<file path="config.mk">
export PLATFORM = sky130hd
export DESIGN_NAME = outport_out_interface_buf
export DESIGN_NICKNAME = d
export VERILOG_FILES = /design/src/rtl/outport_out_interface_buf.sv
export SDC_FILE = /design/constraint.sdc
export NUM_CORES = 1
export LEC_CHECK = 0
export CORE_AREA = 2 2 174 176
export DETAILED_ROUTE_END_ITERATION = 8
export DIE_AREA = 0 0 176 178
export PLACE_DENSITY = 0.75
export SLEW_MARGIN = 20
export SYNTH_ARGS = -nofsm -noshare
export SYNTH_HDL_FRONTEND = slang
export SYNTH_SLANG_ARGS = --single-unit
</file>
<file path="constraint.sdc">
create_clock -name clk -period 3.34 [get_ports clk]
set_clock_uncertainty 0.05 [all_clocks]
set_input_delay 0.668 -clock clk [delete_from_list [all_inputs] [get_ports clk]]
set_output_delay 0.668 -clock clk [all_outputs]
set_load 0.005 [all_outputs]
</file>
<file path="src/rtl/outport_out_interface_buf.sv">
// Transmit-side buffer for a router output port: a circular flit FIFO that
// launches one flit per cycle onto the link under downstream backpressure.
module outport_out_interface_buf #(
  parameter int flit_size                  = 2,
  parameter int phit_size                  = 16,
  parameter int buf_size                   = 10,
  parameter int floorplusone_log2_buf_size = 4
) (
  input  logic                                  clk,
  input  logic                                  reset,
  input  logic [flit_size*phit_size-1:0]        indata,
  input  logic                                  in_new,
  input  logic                                  in_head,
  input  logic                                  in_tail,
  input  logic                                  ds_pre_full,
  input  logic                                  ds_full,
  output logic [flit_size*phit_size-1:0]        outdata,
  output logic                                  out_new,
  output logic                                  out_valid,
  output logic                                  out_head,
  output logic                                  out_tail,
  output logic                                  pre_full,
  output logic                                  full,
  output logic                                  empty,
  output logic [floorplusone_log2_buf_size-1:0] count,
  output logic                                  overflow,
  output logic                                  frame_err
);
  localparam int W  = flit_size * phit_size;
  localparam int PW = floorplusone_log2_buf_size;
  localparam logic [PW-1:0] C_BUF  = PW'(buf_size);
  localparam logic [PW-1:0] C_LAST = PW'(buf_size - 1);
  localparam logic [PW-1:0] C_M2   = PW'(buf_size - 2);

  typedef enum logic {S_IDLE, S_PKT} state_t;

  logic [W-1:0]  r_data [buf_size];
  logic [1:0]    r_type [buf_size];   // bit0 = head, bit1 = tail
  logic [PW-1:0] r_hd, r_tl, r_cnt;
  logic          r_full, r_empty, r_ovf, r_ferr;
  logic [W-1:0]  r_odata;
  logic          r_onew, r_ohead, r_otail;
  state_t        r_st, w_st_nxt;

  logic          w_pop, w_wr, w_ferr_set;
  logic [1:0]    w_hd_type;
  logic [PW-1:0] w_cnt_nxt;

  function automatic logic [PW-1:0] ptr_inc(input logic [PW-1:0] p);
    return (p == C_LAST) ? '0 : p + 1'b1;
  endfunction

  // Launch only from registered state; a flit written this edge waits a cycle.
  assign w_pop     = !r_empty && !ds_pre_full && !ds_full;
  assign w_wr      = in_new && ((r_cnt != C_BUF) || w_pop);
  assign w_hd_type = r_type[r_hd];

  always_comb begin
    w_cnt_nxt = r_cnt;
    case ({w_wr, w_pop})
      2'b10:   w_cnt_nxt = r_cnt + 1'b1;
      2'b01:   w_cnt_nxt = r_cnt - 1'b1;
      default: w_cnt_nxt = r_cnt;
    endcase
  end

  always_ff @(posedge clk)
    if (w_wr) r_data[r_tl] <= indata;

  always_ff @(posedge clk) begin
    if (reset) begin
      for (int i = 0; i < buf_size; i++) r_type[i] <= 2'b00;
      r_hd    <= '0;
      r_tl    <= '0;
      r_cnt   <= '0;
      r_full  <= 1'b0;
      r_empty <= 1'b1;
      r_ovf   <= 1'b0;
      r_ferr  <= 1'b0;
      r_odata <= '0;
      r_onew  <= 1'b0;
      r_ohead <= 1'b0;
      r_otail <= 1'b0;
    end else begin
      if (w_wr) begin
        r_type[r_tl] <= {in_tail, in_head};
        r_tl         <= ptr_inc(r_tl);
      end
      if (in_new && !w_wr) r_ovf <= 1'b1;
      if (w_ferr_set)      r_ferr <= 1'b1;
      r_onew <= w_pop;
      if (w_pop) begin
        r_odata <= r_data[r_hd];
        r_ohead <= w_hd_type[0];
        r_otail <= w_hd_type[1];
        r_hd    <= ptr_inc(r_hd);
      end
      r_cnt   <= w_cnt_nxt;
      r_full  <= (w_cnt_nxt == C_BUF);
      r_empty <= (w_cnt_nxt == '0);
    end
  end

  // Framing FSM: advances only on launched flits.
  always_ff @(posedge clk) begin
    if (reset) r_st <= S_IDLE;
    else       r_st <= w_st_nxt;
  end

  always_comb begin
    w_st_nxt = r_st;
    if (w_pop) begin
      case (r_st)
        S_IDLE:  if (w_hd_type[0] && !w_hd_type[1]) w_st_nxt = S_PKT;
        S_PKT:   if (w_hd_type[1]) w_st_nxt = S_IDLE;
        default: w_st_nxt = S_IDLE;
      endcase
    end
  end

  always_comb begin
    w_ferr_set = 1'b0;
    if (w_pop)
      w_ferr_set = (r_st == S_IDLE) ? !w_hd_type[0] : w_hd_type[0];
  end

  assign pre_full  = (r_cnt >= C_LAST) || ((r_cnt == C_M2) && in_new);
  assign outdata   = r_odata;
  assign out_new   = r_onew;
  assign out_valid = r_onew;
  assign out_head  = r_ohead;
  assign out_tail  = r_otail;
  assign full      = r_full;
  assign empty     = r_empty;
  assign count     = r_cnt;
  assign overflow  = r_ovf;
  assign frame_err = r_ferr;
endmodule

</file>
# Yosys cells after proc, flatten, opt, wreduce, memory -nomap -nowiden
# Memories as Yosys holds them, arrays and structs flattened. A register that Yosys moved wholly into a read port is not among the register bits.
# Index checks and enable logic that the tools add are counted.
[totals] regBits=20 ram_bits=340 inputBits=39 output_inout_bits=45 elab_cells=61 mem_count=2
[mem_list] name="r_data" words=10 word_bits=32 read_ports=1 rd_clocked_by_memory_dff=1 wr=1 line_no="37" text="logic [W-1:0] r_data [buf_size];"
[mem_list] name="r_type" words=10 word_bits=2 read_ports=1 rd_clocked_by_memory_dff=1 wr=10 line_no="38" text="logic [1:0] r_type [buf_size];"
[classes] addsub=4 order_cmp=1 n_eq_ne=7 n_mux=19 bitwise=1 reduce_logical=16
[op_table] op="4-bit 2-to-1 mux" count=5
[op_table] op="4-bit equality test (second input constant)" count=4
[op_table] op="4-bit by 1-bit adder with 4-bit output (second input constant)" count=3
[op_table] op="1-bit 2-to-1 mux" count=11
[op_table] op="4-bit case mux with 2 select lines" count=1
[op_table] op="1-bit logical AND" count=6
[op_table] op="1-bit logical NOT" count=6
[op_table] op="4-bit >= comparator (second input constant)" count=1
[op_table] op="4-bit logical NOT" count=1
[op_table] op="4-bit inequality test (second input constant)" count=1
[op_table] op="4-bit by 1-bit subtractor with 4-bit output (second input constant)" count=1
[op_table] op="2-bit by 1-bit equality test with 1-bit output (second input constant)" count=1
[op_table] op="2-bit equality test (second input constant)" count=1
[op_table] op="1-bit logical OR" count=2
[op_table] op="2-bit 2-to-1 mux" count=1
[op_table] op="1-bit case mux with 2 select lines" count=1
[op_table] op="2-bit OR reduction" count=1
[op_table] op="1-bit NOT" count=1

# Logic depth before layout (Yosys ltp)
[depth] depth_word=10 mapped_depth=9 depth_no_buf=8

# Worst setup path after synthesis
# No wires, ideal clock.
[synth_timing] path_type="input to register" start="in ds_pre_full" end="mem r_data[3][0] (netlist name), enable pin" setup_ns=0.421 t_arrival_ns=3.019 required_ns=2.869 setup_slack_ns=-0.150 stages=5 path_buffers=1 path_cell_list="or3_4 > buf_6 > a21boi_2 > nand2_1 > nor2_1"
[synth_via] elab_chain_len=7
[synth_lines] item="start: declaration" line_no="15" text="input logic ds_pre_full,"
[synth_lines] item="1-bit logical NOT" line_no="54" text="assign w_pop = !r_empty && !ds_pre_full && !ds_full;"
[synth_lines] item="1-bit logical AND (2 in a row)" line_no="54"
[synth_lines] item="1-bit logical OR" line_no="55" text="assign w_wr = in_new && ((r_cnt != C_BUF) || w_pop);"
[synth_lines] item="1-bit logical AND" line_no="55"
[synth_lines] item="1-bit 2-to-1 mux" line_no="68" text="if (w_wr) r_data[r_tl] <= indata;"
[synth_lines] item="1-bit 2-to-1 mux (implied by the code)" line_no="68"
[synth_lines] item="end: declaration" line_no="37"
# No other way between the ends.

# Worst setup path in the final report
[layout_timing] start="in in_new" end="out pre_full"
[layout_via] elab_chain_len=2
[layout_lines] item="start: declaration" line_no="12" text="input logic in_new,"
[layout_lines] item="1-bit logical AND" line_no="127" text="assign pre_full = (r_cnt >= C_LAST) || ((r_cnt == C_M2) && in_new);"
[layout_lines] item="1-bit logical OR" line_no="127"
[layout_lines] item="end: declaration" line_no="22" text="output logic pre_full,"
# No other way between the ends.

==> results.yml <==
status:
  status: "finished clean"
min_path:
  hold_depth: 2
  hp-class: "reg -> reg"
  min-delay-start: "outdata[12]"
  min_to: "outdata[12]"
global_route:
  grt_max_degree: 43
  grt_pass1_wl_mm: 48.4
  grt_use_total_pct: 20.5
  grt.overflow.total: 0
  antenna_found_initial: 1
  grt_pass1_vias: 8286
route:
  firstDrtPassIters: 7
  via_count: 8290
  wire_per_inst_um: 22.0
  first_iter_violations: 659
  drc: 0
  final_antenna_net_count: 0
  vias_per_cell: 5.81
  routed_wl_mm: 31.5
synth:
  synthFlopType: "edfxtp_1"
  netlist_area_um2: 15800
  synthesis.nets: 937
  netlist_top_cells_area: "edfxtp_1 67%, mux4_2 9.7%, dfxtp_1 7.1%"
  synth_seq_cells: 408
  syn-instance-count: 897
  synth_seq_area_share_pct: 74.2
  yosys_warnings: 0
  synth_most_common_cell: "edfxtp_1"
  synthDistinctLibCells: 49
  synth-edff-count: 352
  yosysTopAreaCell: "edfxtp_1"
  syn_avg_cell_area_um2: 17.6
  synthArstFlopShare_pct: 0
  synth_top_area_share_pct: 67.1
  ys_top_cells_by_count: "352 x edfxtp_1, 71 x a21oi_1, 68 x mux4_2, 56 x dfxtp_1, 50 x nand2_1"
worst_setup_path:
  r2r_cells: 5
  critPathMaxStageDelay_ns: 0.46
  crit_path_start_kind: "primary input"
  critPathTopFamily: "buffers and inverters"
  critPathCaptureType: "primary output"
  r2r_end: "outdata[10]"
  ff2ff_setup_slack_ns: 0.99
  path_class: "in -> out"
  crit_buf_inv: 2
  path_cells: "clkdlybuf4s50_1 > nor4_1 > nor2b_1 > clkdlybuf4s50_1"
  r2r_start: "r_hd[0]"
  cp.required_ns: 2.62
  arrival_ns: 1.95
  cpMaxStageDelayCell: "clkdlybuf4s50_1"
  critPathLaunch: "in_new"
  cp_max_fo: 4
  critPathMostFrequentCell: "clkdlybuf4s50_1"
sta:
  fin_crit_ns: 2.67
  hold_viol: 0
  tns_ns: 0
  worstMarginPinSlew_ns: 0.819
  final.period_utilization_pct: 79.9
  max_freq_mhz: 375
  rsz0062_at_grt: "false"
  setup_violations: 0
  slew_headroom_pct: 45.4
  slew_viol_final: 0
layout:
  areaGrowthSynthToFinish_pct: 17.9
  drive_above_1_share_pct: 21.1
  layout.cells.non_filler: 1427
  antennaDiodeCount: 0
  nets: 1046
placed_design:
  portBuffers: 83
  gp_congestion: 0.806
  post-dp-hpwl_mm: 19.0
  dp_cells: 1353
power_and_ir_drop:
  power_leakage_uw: 0.00590
  power_density_nw_per_um2: 581
  p_total_uw: 10800
  vdd_drop_max_uv: 416
clock_tree:
  clkTransAtPathRegs_ns: 0.06
  hold_buffers: 0
  clk-insertion-delay-late_ns: 0.52
  h-tree-depth: 2
  cts_tree: "built"
  cts_made_buffers: 41
  post_cts_buffers: 0
  clock-sinks: 408
  clock-root-buffer: "clkbuf_16"
  cts_buffer_depth: 3
  ctsResizeCount: 0
floorplan:
  io_pins: 84
  initial_core_util_pct: 53.6
  fp.dieH_um: 178
  die_area_um2: 31300
  die_w_um: 176
  coreArea_um2: 29400
  row_count: 63
run:
  max-cap-violations: 0
[stage by stage]
step	area [µm²]	hold slack, ns	setup slack, ns	util, %
2_1_floorplan	15800	0.403	-0.150	-
3_3_place_gp	17200	0.393	0.320	58.7
3_5_place_dp	17200	0.400	0.270	58.7
4_1_cts	18600	0.409	0.667	63.2
5_1_grt	18600	0.420	0.555	63.2
6_report	18600	0.403	0.670	63.2
[flip-flops by register name, indices dropped and copies added, names as in the netlist, named ones only]
signal     flops
count          4
empty          1
frame_err      1
full           1
out_head       1
out_new        1
out_tail       1
outdata       32
overflow       1
r_data       320
r_hd           4
r_st           1
r_tl           4
r_type        32
[worst max path at each step]
stage / end / slack [ns] / cells after the start
after CTS: pre_full / 0.67 / 4
after detailed placement: empty / 0.27 / 8
after global placement: r_data[6][28] / 0.32 / 7
after floorplan: r_data[3][0] / -0.15 / 5
final: pre_full / 0.67 / 4
after global routing: pre_full / 0.56 / 4
[cell usage in the layout, fill, tap and decap left out, drive strengths merged, types with 2 or more instances in the layout]
master / synthesis / layout
nand3b: 3 / 3
o21ai: 44 / 44
a2111oi: 2 / 2
dfxtp: 56 / 56
nor3b: 3 / 3
nor4: 4 / 4
mux4: 68 / 68
a21oi: 71 / 71
nand2b: 4 / 4
buf: 22 / 36
clkinv: 0 / 8
or2: 3 / 3
clkdlybuf4s50: 0 / 82
edfxtp: 352 / 352
nor3: 11 / 11
xor2: 4 / 4
xnor2: 2 / 2
and2: 2 / 2
and3: 2 / 2
a211oi: 2 / 2
o22ai: 2 / 2
bufinv: 0 / 2
nor2b: 10 / 10
mux2: 38 / 38
clkbuf: 30 / 59
mux2i: 36 / 36
inv: 8 / 8
nand3: 9 / 9
nand2: 50 / 50
clkinvlp: 0 / 5
nor2: 42 / 42
[layer usage]
metal	part of all wire [%]	GRT usage, %
met5	0	0
met4	2.2	5.17
met3	7.1	3.47
met2	49	33.4
met1	42	29.1
[logic make-up (layout without fill, tap and decap cells)]
logic type,count (synthesis),in the layout,synth area share (%)
multiplexers,142,142,14.7
XOR/XNOR,6,6,0.334
buffers and inverters,60,200,1.64
AND/OR/NAND/NOR,147,147,4.42
flip-flops,408,408,74.2
adder cells (fa/ha/maj),1,1,0.0794
AO/OA/AOI/OAI,133,133,4.61
[where the power goes]
group / switching [µW] / internal, µW
clock network: 1840 / 2610
registers: 69.2 / 5650
logic: 313 / 304
[final cells by class]
type / count / area (µm²)
repair buffers: 118 / 1190
clock buffers: 59 / 1180
multi-input cells: 429 / 3840
well taps: 390 / 488
clock inverters: 15 / 146
fillers: 1974 / 10800
inverters: 8 / 30.0
flip-flops and latches: 408 / 11700
[worst register-to-register path: stages (launching register included)]
cell     delay (ns)
dfxtp_4        0.66
buf_4          0.39
mux4_2         0.54
mux2_2         0.27
o21ai_0        0.21
a21oi_1        0.10
No activity file was read; power rests on OpenSTA's default activity.
